[src/rtl/fu_arb_pkg.sv]
// fu_share_arb shared types and widths.
// Optional grant statistics: FU_ARB_STATS_EN.
package fu_arb_pkg;

  localparam int NREQ = 2;
  localparam int OPW  = 2;
  localparam int CNTW = 8;

  typedef enum logic [1:0] {
    IDLE,
    EXEC,
    RESP
  } state_e;

endpackage

[src/rtl/fu_share_arb_rr_pick2.sv]
// Two-way round-robin picker.
// prio selects the winner only when both requesters are valid.
module rr_pick2 (
  input  logic [1:0] valid,
  input  logic       prio,
  output logic [1:0] gnt,
  output logic       any
);

  // one-hot grant, priority token breaks ties
  assign gnt[0] = valid[0] & (~valid[1] | ~prio);
  assign gnt[1] = valid[1] & (~valid[0] |  prio);
  assign any    = |valid;

endmodule

[src/rtl/fu_share_arb.sv]
// Round-robin scheduler for one shared 2-bit function unit.
// FU_ARB_STATS_EN adds saturating per-requester grant counters.
module fu_share_arb
  import fu_arb_pkg::*;
(
  input  logic            clk,
  input  logic            rst_n,
  input  logic [NREQ-1:0] req_valid,
  input  logic [3:0]      req_a,
  input  logic [3:0]      req_b,
  output logic [NREQ-1:0] req_ready,
  output logic [NREQ-1:0] rsp_valid,
  output logic [OPW-1:0]  rsp_c,
  input  logic [NREQ-1:0] rsp_ready,
  output logic [OPW-1:0]  fu_a,
  output logic [OPW-1:0]  fu_b,
  input  logic [OPW-1:0]  fu_c
`ifdef FU_ARB_STATS_EN
  ,
  output logic [CNTW-1:0] grant_cnt0,
  output logic [CNTW-1:0] grant_cnt1
`endif
);

  state_e          state;
  logic            prio;
  logic            owner;
  logic [OPW-1:0]  op_a;
  logic [OPW-1:0]  op_b;
  logic [OPW-1:0]  res;
  logic [NREQ-1:0] rsp_vld_q;
  logic [NREQ-1:0] gnt;
  logic            any;
  logic            win;
  logic            idle_ok;
  logic [OPW-1:0]  sel_a;
  logic [OPW-1:0]  sel_b;

  rr_pick2 u_pick (
    .valid (req_valid),
    .prio  (prio),
    .gnt   (gnt),
    .any   (any)
  );

  assign win     = gnt[1];
  assign sel_a   = win ? req_a[3:2] : req_a[1:0];
  assign sel_b   = win ? req_b[3:2] : req_b[1:0];
  // reset held low must not advertise an accept
  assign idle_ok = (state == IDLE) & rst_n;

  assign req_ready = idle_ok ? gnt : '0;
  assign rsp_valid = rsp_vld_q;
  assign rsp_c     = res;
  assign fu_a      = op_a;
  assign fu_b      = op_b;

  // accept -> drive unit -> hold result until owner takes it
  always_ff @(posedge clk) begin
    if (!rst_n) begin
      state     <= IDLE;
      prio      <= 1'b0;
      owner     <= 1'b0;
      op_a      <= '0;
      op_b      <= '0;
      res       <= '0;
      rsp_vld_q <= '0;
    end else begin
      unique case (state)
        IDLE: begin
          if (any) begin
            op_a  <= sel_a;
            op_b  <= sel_b;
            owner <= win;
            state <= EXEC;
          end
        end
        EXEC: begin
          res       <= fu_c;
          rsp_vld_q <= owner ? 2'b10 : 2'b01;
          state     <= RESP;
        end
        RESP: begin
          if (rsp_ready[owner]) begin
            rsp_vld_q <= '0;
            prio      <= ~owner;
            state     <= IDLE;
          end
        end
        default: state <= IDLE;
      endcase
    end
  end

`ifdef FU_ARB_STATS_EN
  logic [CNTW-1:0] cnt0;
  logic [CNTW-1:0] cnt1;

  assign grant_cnt0 = cnt0;
  assign grant_cnt1 = cnt1;

  // saturating accept counters
  always_ff @(posedge clk) begin
    if (!rst_n) begin
      cnt0 <= '0;
      cnt1 <= '0;
    end else if (state == IDLE) begin
      if (gnt[0] && cnt0 != '1)
        cnt0 <= cnt0 + 1'b1;
      if (gnt[1] && cnt1 != '1)
        cnt1 <= cnt1 + 1'b1;
    end
  end
`endif

endmodule

[config.mk]
export PLATFORM = sky130hd
export DESIGN_NAME = fu_share_arb
export DESIGN_NICKNAME = d
export VERILOG_FILES = /design/src/rtl/fu_arb_pkg.sv /design/src/rtl/fu_share_arb_rr_pick2.sv /design/src/rtl/fu_share_arb.sv
export SDC_FILE = /design/constraint.sdc
export NUM_CORES = 1
export LEC_CHECK = 0
export CORE_MARGIN = 3
export CORE_UTILIZATION = 39
export DETAILED_ROUTE_END_ITERATION = 6
export HOLD_SLACK_MARGIN = 0.02
export PLACE_DENSITY = 0.75
export RECOVER_POWER = 50
export SLEW_MARGIN = 10
export SYNTH_ARGS = -nofsm -noshare
export SYNTH_HDL_FRONTEND = slang
export SYNTH_SLANG_ARGS = --single-unit
[constraint.sdc]
create_clock -name clk -period 1.5 [get_ports clk]
set_clock_uncertainty 0.05 [all_clocks]
set_input_delay 0.375 -clock clk [delete_from_list [all_inputs] [get_ports clk]]
set_output_delay 0.375 -clock clk [all_outputs]
set_load 0.05 [all_outputs]
==> impl_metrics.json <==
{
  "status": "complete, but fails checks",
  "violations": "negative setup slack",
  "setup_ws_ns": -0.131,
  "vias": 674,
  "clockBufferDepth": 2,
  "hpwl_um": 1250,
  "finalSetupViolCount": 2,
  "coreArea_sq_mm": 0.00135,
  "cp_slowest_cell": "dfxtp_2",
  "layout.cells.non_filler": 121,
  "reg2reg_depth": 5,
  "cp.arrival_ns": 1.21,
  "clk_pin_slew_worst_paths_ns": 0.08,
  "top_usage_layer": "met2",
  "cts_tree": "yes",
  "start_util": 0.435,
  "crit_path_max_incr_delay_ns": 0.34,
  "ant_nets": 0,
  "max_freq_ghz": 0.613,
  "grt_util_all_layers": 0.217,
  "totalWireLength_um": 1910,
  "final_common_cell": "buf_4",
  "start_kind": "register",
  "whs_ns": 0.504,
  "p_per_area_mw_per_mm2": 933,
  "grt_util_met2": 0.372,
  "critPathKind": "register to primary output",
  "grt_pass1_vias": 698,
  "grtUsageMet3": 0.0518,
  "via_per_inst": 5.57,
  "numCtsBuffers": 3,
  "yosysWarnings": 0,
  "fin_util": 0.839,
  "cp-end-kind": "primary output",
  "io-pin-count": 26,
  "fin_crit_ns": 1.63,
  "io_buffers": 25,
  "clkSinkCount": 12,
  "dp_cells": 114,
  "antenna_found_initial": 0,
  "drtIter0Drc": 14,
  "die_h_um": 44.8,
  "synth_nets": 81,
  "grt_max_degree": 11,
  "gp_congestion": 0.784,
  "rows": 13,
  "dieArea_sq_mm": 0.00201,
  "die_x_um": 44.8,
  "cts_hold_buf": 0,
  "path_cells": "nor2_4 > nand2_4 > a211oi_4 > buf_12",
  "h-tree-depth": 1,
  "report.final.slew_viol_count": 0,
  "grt_first_pass_wirelength_um": 3130,
  "clockRootBuffer": "clkbuf_4",
  "seq_area_frac_synth": 0.409,
  "ys_seq_elements": 12,
  "p_leak_nw": 0.487,
  "worstHoldPathCells": 2,
  "worst_pin_slew_ns": 0.344,
  "avgSynthCellArea_sq_um": 9.03,
  "max-slew-margin-rel": 0.769,
  "use_met1": 0.227,
  "r2r_start": "prio",
  "endpoint": "req_ready[0]",
  "final.period_utilization": 1.09,
  "antenna_cells": 0,
  "area_delta_synth_final_pct": 93.0,
  "synthCells": 65,
  "route.detailed.drc": 0,
  "finalNetCount": 123,
  "worstHoldStart": "owner",
  "r2r_slack_ns": 0.07,
  "crit_start": "state[1]",
  "grt_overflow": 0,
  "synth_cell_types": 22,
  "rsz0062_at_grt": "yes",
  "clkLatencyLatePin_ns": 0.28,
  "ir_drop_v": 0.000714,
  "drv_cap": 0,
  "synthesis.area_sq_um": 587,
  "cp.required_ns": 1.07,
  "reg2reg_to": "fu_b[0]",
  "worstHoldPathType": "register to register",
  "wl_per_cell_um": 15.8,
  "drive_above_1_share": 0.377,
  "final_cell_mix": "buf_4 (16), clkdlybuf4s50_1 (12), buf_12 (10), dfxtp_1 (9), mux2i_1 (5)",
  "hold_viol": 0,
  "firstDrtPassIters": 5,
  "crit_fanout": 3
}
## critical path, delay by kind of cell, from the launching register on
kind            cells  cell delay (ns)
flops               1             0.34
compound gates      1             0.20
buf+inv             1             0.18
simple gates        2             0.21
## worst min-delay path by stage
stage | endpoint | slack, ns
2_1_floorplan | prio | 0.44
3_3_place_gp | owner | 0.48
3_5_place_dp | owner | 0.49
4_1_cts | owner | 0.50
5_1_grt | owner | 0.54
6_report | owner | 0.50
## registers in the layout, summed over array words and instances, names as in the netlist
name	count
rsp_c	2
fu_a	2
owner	1
prio	1
rsp_valid	2
state	2
fu_b	2
## per-stage QoR
step	TNS [ns]	power, mW	instance area, sq um	setup WS (ns)
2_1_floorplan	-0.0311	0.561	602	-0.0169
3_3_place_gp	-1.92	0.756	1040	-0.306
3_5_place_dp	-2.07	0.764	1040	-0.335
4_1_cts	-0.259	1.04	1110	-0.182
5_1_grt	-0.303	1.10	1130	-0.172
6_report	-0.214	1.06	1130	-0.131
## Yosys cell counts
cell type,instances,area share
mux2i_1,5,0.085
buf_2,2,0.017
inv_1,2,0.013
nor2b_1,5,0.053
a311oi_1,1,0.015
nand2b_1,2,0.021
a211oi_1,1,0.013
o21bai_1,4,0.051
and3_1,4,0.043
o311a_1,4,0.068
nand2_1,2,0.013
a21oi_1,2,0.017
nor2_1,6,0.038
dfxtp_1,12,0.41
a21boi_0,4,0.051
clkbuf_1,1,0.0064
o21ai_0,3,0.026
o21ai_1,1,0.0085
buf_6,1,0.019
a21boi_1,1,0.013
nand3_1,1,0.0085
or2_1,1,0.011
## cell type report
cell class / count / area, sq um
Clock buffer: 4 / 36.3
Fill cell: 81 / 218
Inverter: 2 / 7.51
Multi-Input combinational cell: 47 / 357
Sequential cell: 12 / 246
Tap cell: 15 / 18.8
Timing Repair Buffer: 41 / 467
## layer usage
| metal | vias to the layer above | wire (um) | part of all wire |
|---|---|---|---|
| met5 | - | 0 | 0 |
| met4 | 0 | 80 | 0.042 |
| met3 | 11 | 127 | 0.066 |
| met2 | 36 | 1000 | 0.52 |
| met1 | 312 | 700 | 0.37 |
| li1 | 315 | - | - |
## repair_timing
| action | 4_1_cts | 5_1_grt |
|---|---|---|
| gates resized for setup | 11 | 3 |
| setup buffers | 1 | 2 |
| setup endpoints to repair | 4 | 6 |
| pin swaps | 3 | 3 |
## report_power, final
| group | total [mW] | switching (mW) | internal (mW) |
|---|---|---|---|
| Combinational | 0.411 | 0.193 | 0.217 |
| Sequential | 0.379 | 0.0313 | 0.347 |
| Clock | 0.267 | 0.119 | 0.148 |
| Total | 1.06 | 0.344 | 0.712 |
## cells by family (layout without fill, tap and decap cells)
family / Yosys count / after routing / synth area share
buffers and inverters: 6 / 47 / 0.0554
multiplexers: 5 / 5 / 0.0853
flip-flops: 12 / 12 / 0.409
AND/OR/NAND/NOR: 21 / 21 / 0.188
AO/OA/AOI/OAI: 21 / 21 / 0.262
Note: power is estimated with default switching activity, not from simulation.
